==> src/rtl/noc_link_receiver.sv <==
// Credit-based receiving end of a NoC link: buffers incoming flits in a circular
// FIFO, returns one credit per dequeued flit and checks packet framing.
module noc_link_receiver #(
   parameter int FLIT_WIDTH        = 64,
   parameter int DEST_WIDTH        = 4,
   parameter int FLIT_BUFFER_DEPTH = 4,
   parameter int PKT_COUNT_WIDTH   = 16
) (
   input  logic                       clk_noc,
   input  logic                       rst_n,
   input  logic [FLIT_WIDTH-1:0]      data_in,
   input  logic [DEST_WIDTH-1:0]      dest_in,
   input  logic                       is_tail_in,
   input  logic                       send_in,
   output logic                       credit_out,
   output logic                       out_valid,
   input  logic                       out_ready,
   output logic [FLIT_WIDTH-1:0]      out_data,
   output logic [DEST_WIDTH-1:0]      out_dest,
   output logic                       out_is_tail,
   output logic                       overflow_err,
   output logic                       proto_err,
   output logic [PKT_COUNT_WIDTH-1:0] pkt_count
);

   localparam int PTR_W = (FLIT_BUFFER_DEPTH > 1) ? $clog2(FLIT_BUFFER_DEPTH) : 1;
   localparam int CNT_W = $clog2(FLIT_BUFFER_DEPTH + 1);
   localparam logic [PTR_W-1:0] LAST_PTR = PTR_W'(FLIT_BUFFER_DEPTH - 1);
   localparam logic [CNT_W-1:0] FULL_CNT = CNT_W'(FLIT_BUFFER_DEPTH);

   typedef enum logic {
      IDLE,
      IN_PKT
   } pkt_state_t;

   logic [FLIT_WIDTH-1:0] data_mem [FLIT_BUFFER_DEPTH];
   logic [DEST_WIDTH-1:0] dest_mem [FLIT_BUFFER_DEPTH];
   logic                  tail_mem [FLIT_BUFFER_DEPTH];

   logic [PTR_W-1:0]      wr_ptr;
   logic [PTR_W-1:0]      rd_ptr;
   logic [CNT_W-1:0]      count;
   logic                  deq;
   logic                  enq;
   logic                  drop;

   pkt_state_t            state;
   pkt_state_t            next_state;
   logic [DEST_WIDTH-1:0] pkt_dest;
   logic [DEST_WIDTH-1:0] next_pkt_dest;
   logic                  count_pkt;
   logic                  dest_mismatch;

   // A full FIFO can still take a flit when the head leaves in the same cycle.
   assign out_valid = (count != '0);
   assign deq       = out_valid && out_ready;
   assign enq       = send_in && ((count != FULL_CNT) || deq);
   assign drop      = send_in && (count == FULL_CNT) && !deq;

   assign out_data    = data_mem[rd_ptr];
   assign out_dest    = dest_mem[rd_ptr];
   assign out_is_tail = tail_mem[rd_ptr];

   // Storage is cleared on reset so the head outputs read zero afterwards.
   always_ff @(posedge clk_noc or negedge rst_n) begin
      if (!rst_n) begin
         for (int i = 0; i < FLIT_BUFFER_DEPTH; i++) begin
            data_mem[i] <= '0;
            dest_mem[i] <= '0;
            tail_mem[i] <= 1'b0;
         end
      end else if (enq) begin
         data_mem[wr_ptr] <= data_in;
         dest_mem[wr_ptr] <= dest_in;
         tail_mem[wr_ptr] <= is_tail_in;
      end
   end

   always_ff @(posedge clk_noc or negedge rst_n) begin
      if (!rst_n) begin
         wr_ptr <= '0;
         rd_ptr <= '0;
         count  <= '0;
      end else begin
         if (enq) begin
            wr_ptr <= (wr_ptr == LAST_PTR) ? '0 : wr_ptr + PTR_W'(1);
         end
         if (deq) begin
            rd_ptr <= (rd_ptr == LAST_PTR) ? '0 : rd_ptr + PTR_W'(1);
         end
         case ({enq, deq})
            2'b10:   count <= count + CNT_W'(1);
            2'b01:   count <= count - CNT_W'(1);
            default: count <= count;
         endcase
      end
   end

   always_ff @(posedge clk_noc or negedge rst_n) begin
      if (!rst_n) begin
         credit_out   <= 1'b0;
         overflow_err <= 1'b0;
      end else begin
         credit_out <= deq;
         if (drop) begin
            overflow_err <= 1'b1;
         end
      end
   end

   // Framing only tracks flits that actually entered the FIFO.
   always_comb begin
      next_state    = state;
      next_pkt_dest = pkt_dest;
      count_pkt     = 1'b0;
      dest_mismatch = 1'b0;
      if (enq) begin
         case (state)
            IDLE: begin
               if (is_tail_in) begin
                  count_pkt = 1'b1;
               end else begin
                  next_pkt_dest = dest_in;
                  next_state    = IN_PKT;
               end
            end
            IN_PKT: begin
               dest_mismatch = (dest_in != pkt_dest);
               if (is_tail_in) begin
                  count_pkt  = 1'b1;
                  next_state = IDLE;
               end
            end
            default: next_state = IDLE;
         endcase
      end
   end

   always_ff @(posedge clk_noc or negedge rst_n) begin
      if (!rst_n) begin
         state     <= IDLE;
         pkt_dest  <= '0;
         pkt_count <= '0;
         proto_err <= 1'b0;
      end else begin
         state    <= next_state;
         pkt_dest <= next_pkt_dest;
         if (count_pkt) begin
            pkt_count <= pkt_count + PKT_COUNT_WIDTH'(1);
         end
         if (dest_mismatch) begin
            proto_err <= 1'b1;
         end
      end
   end

endmodule
==> config.mk <==
export PLATFORM = sky130hd
export DESIGN_NAME = noc_link_receiver
export DESIGN_NICKNAME = d
export VERILOG_FILES = /design/src/rtl/noc_link_receiver.sv
export SDC_FILE = /design/constraint.sdc
export NUM_CORES = 1
export LEC_CHECK = 0
export BUFFER_PORTS_ARGS = -buffer_cell sky130_fd_sc_hd__buf_2
export CAP_MARGIN = 20
export CORE_ASPECT_RATIO = 0.6
export CORE_MARGIN = 2
export CORE_UTILIZATION = 58
export DETAILED_ROUTE_END_ITERATION = 7
export PLACE_DENSITY = 0.8
export SETUP_SLACK_MARGIN = 0.15
export SKIP_LAST_GASP = 1
export SYNTH_ARGS = -nofsm -noshare
export SYNTH_HDL_FRONTEND = slang
export SYNTH_SLANG_ARGS = --single-unit
==> constraint.sdc <==
create_clock -name clk_noc -period 2.8 [get_ports clk_noc]
set_clock_uncertainty 0.15 [all_clocks]
set_input_delay 0.56 -clock clk_noc [delete_from_list [all_inputs] [get_ports clk_noc]]
set_output_delay 0.56 -clock clk_noc [all_outputs]
set_load 0.02 [all_outputs]
==> out/results.tsv <==
stage	metric	value	unit
outcome	status	finished clean	
routing	routed len/inst	21.9	um
routing	post-route ant nets	0	
sta	worst rel slew slack	61.9	%
power	power per standard cell area	1360	nW/um2
floorplanning	Total Die Area	24400	um2
place	Placed Area	14700	um2
sta	Final period util	98.7	%
grt	grt ovf	0	
flow_run	max cap viols	0	
cells_and_area	Finished Layout Cells	1312	
setup_path	worst path required time	2090	ps
synth	yosys warns	0	
synth	commonest cells in the netlist	dfrtp_1, mux2_2, mux4_2	
cts	Clock Tree Buf Depth	3	
setup_path	crit-path max cell delay	520	ps
synth	largest area contributor in the netlist	dfrtp_1	
synth	register bit count reported by yosys	307	
cts	Clk pin slew, worst setup/hold paths	70	ps
synth	share of Yosys cell area claimed by the top area cell type	57.3	%
routing	Vias per Instance	5.74	
setup_path	Crit-path slowest cell	mux4_2	
place	Port-buffer cells	161	
sta	actual slew at the worst max-slew pin	570	ps
cells_and_area	Util after Layout	70.9	%
grt	GRT Total Usage	24.3	%
synth	Yosys cell types	33	
cts	H-tree depth	1	
sta	Max Fclk	362	MHz
sta	Final Hold Vio Count	0	
sta	hold_ws	105	ps
floorplanning	Die H	122	um
sta	setup tns final	0	ps
synth	top_reg_cell synth	dfrtp_1	
sta	unrepaired setup endpoints after global routing	yes	
setup_path	critical path fanouts, max	9	
setup_path	CP Data Arrival Time	2050	ps
synth	most frequent cell after synthesis	dfrtp_1	
place	RePlAce Congestion	0.780	
setup_path	Crit. End Element	primary output	
routing	DRT Pass-1 Iters	4	
cts	root buf cell	clkbuf_16	
routing	vias	7525	
synth	fraction of registers with async set/reset	100	%
setup_path	CP Cell Sequence	buf_12 > buf_16 > mux4_2 > buf_2	
routing	drt first-iter violations	340	
cts	TritonCTS buffer count	28	
cells_and_area	fraction of layout cells with a size suffix above 1	59.8	%
cells_and_area	Area Growth Syn to Fin	21.2	%
grt	number of global-route vias before repair	8119	
cts	clock sinks	307	
power	leakage power	7.23	nW
synth	Netlist Area Pre-Place	13400	um2
sta	Slew Viols, Final	0	
sta	min cycle time layout	2760	ps
setup_path	Worst Setup Start Kind	flip-flop	
grt	initial antenna violation count	2	
synth	Seq/Total Area, Yosys	57.3	%
routing	Residual DRC	0	
synth	Syn Area/Cell	16.9	um2
cts	Clock Latency Late Sink	540	ps
setup_path	Crit Path Category	reg2out	
cells_and_area	Layout fillers	1522	
synth	Post-synth EDFFs	0	
cells_and_area	Final nets	1057	
grt	largest net degree at the start of global routing	79	
floorplanning	Starting Density	58.5	%
routing	Routed WL	28800	um
cells_and_area	Final Instance Area	16300	um2
synth	syn_nets	874	
place	placed insts	1243	
floorplanning	Ports	162	
min_path	worst hold-check path type	in2reg	
synth	Post-Synthesis Cells	793	
sta	# setup viols final	0	
floorplanning	Rows	43	
grt	first-pass GRT wire length	45900	um
floorplanning	Core ar.	22900	um2
floorplanning	die width	200	um
power	Max IR drop VDD	0.780	mV
place	dpl hpwl	17000	um
synth	top cells by area, synth	dfrtp_1, mux2_2, mux4_2	
cts	CTS tree	done	
[layer usage]
| layer | track usage [%] | routed length (um) |
|---|---|---|
| met4 | 4.31 | 352 |
| met5 | 0 | 13 |
| met3 | 5.03 | 1350 |
| met2 | 38.6 | 13600 |
| met1 | 35.6 | 13500 |
[final cells by class]
cell class                 count  area, um2  area share (%)
inverter                       7       26.3           0.162
multi-input combinational    432       5370            33.1
clock buffer                  39        823            5.07
clock inverter                10        131           0.808
sequential                   307       7690            47.3
antenna                        2       5.00          0.0308
timing repair buffer         200       1810            11.1
tap                          315        394            2.42
[where the power goes]
part / leakage (nW) / switching, mW / internal (mW)
clock network: 0.471 / 1.64 / 2.32
logic: 3.09 / 4.57 / 5.78
registers: 3.66 / 1.16 / 6.63
total: 7.23 / 7.37 / 14.7
[registers in the layout, indices dropped and copies added, names as in the netlist, 2 cells and up]
signal / flops
count: 3
data_mem: 256
dest_mem: 16
pkt_count: 16
pkt_dest: 4
rd_ptr: 2
tail_mem: 4
wr_ptr: 2
[cells by family (layout without fill, tap and decap cells)]
group / Yosys count / in the layout / synth area share (%)
AOI/OAI and AO/OA: 7 / 7 / 0.326
buffers and inverters: 54 / 256 / 2.69
and+or+nand+nor: 44 / 44 / 2.23
xor gates and xnor gates: 22 / 22 / 1.44
muxes: 351 / 351 / 35.3
other: 0 / 2 / 0
DFF: 307 / 307 / 57.3
adders and majority gates: 8 / 8 / 0.802
[timing repair]
| item | in CTS | in global routing |
|---|---|---|
| cloned | 8 | 2 |
| setup buffers | 7 | 0 |
| endpoints found under the setup margin | 69 | 69 |
| endpoints found under the hold margin | 52 | 0 |
| hold buffers | 1 | 0 |
| gates resized for setup | 47 | 42 |
[cell usage in the layout (no fill, tap or decap), types with 10 or more instances in the layout]
master     Yosys  routed
buf_12         0      18
buf_16         0      10
buf_2          8     121
buf_4         20      10
buf_6          8      36
clkbuf_16      0      31
dfrtp_1      307     305
mux2_1        13      13
mux2_2       269     269
mux4_2        69      69
nand2_1       11      11
xnor2_1       11      11
xor2_1        11      11
[critical path: cells and delay by family, from the launching register on]
kind,cells,cell delay [ps]
DFF,1,460
buffers and inverters,3,530
muxes,1,520
[metrics by stage]
step	total power, mW	setup WS [ps]
finish	22.1	36.0
global route	23.2	-33.4
CTS	21.7	20.9
detailed placement	16.6	103
global placement	16.3	194
floorplan	14.1	365
[worst paths after layout]
| check | slack [ps] | depth (start not counted) | start | to |
|---|---|---|---|---|
| setup / recovery | 40 | 4 | rd_ptr[0] | out_data[47] |
| hold / removal | 100 | 2 | send_in | overflow_err |
| setup reg to reg | 310 | 9 | count[0] | count[2] |
| hold reg to reg | 300 | 1 | overflow_err | overflow_err |
| max in group asynchronous | 1320 | 3 | rst_n | data_mem[165] |
| min in group asynchronous | 390 | 2 | rst_n | data_mem[2] |
(Power assumes the default switching activity.)
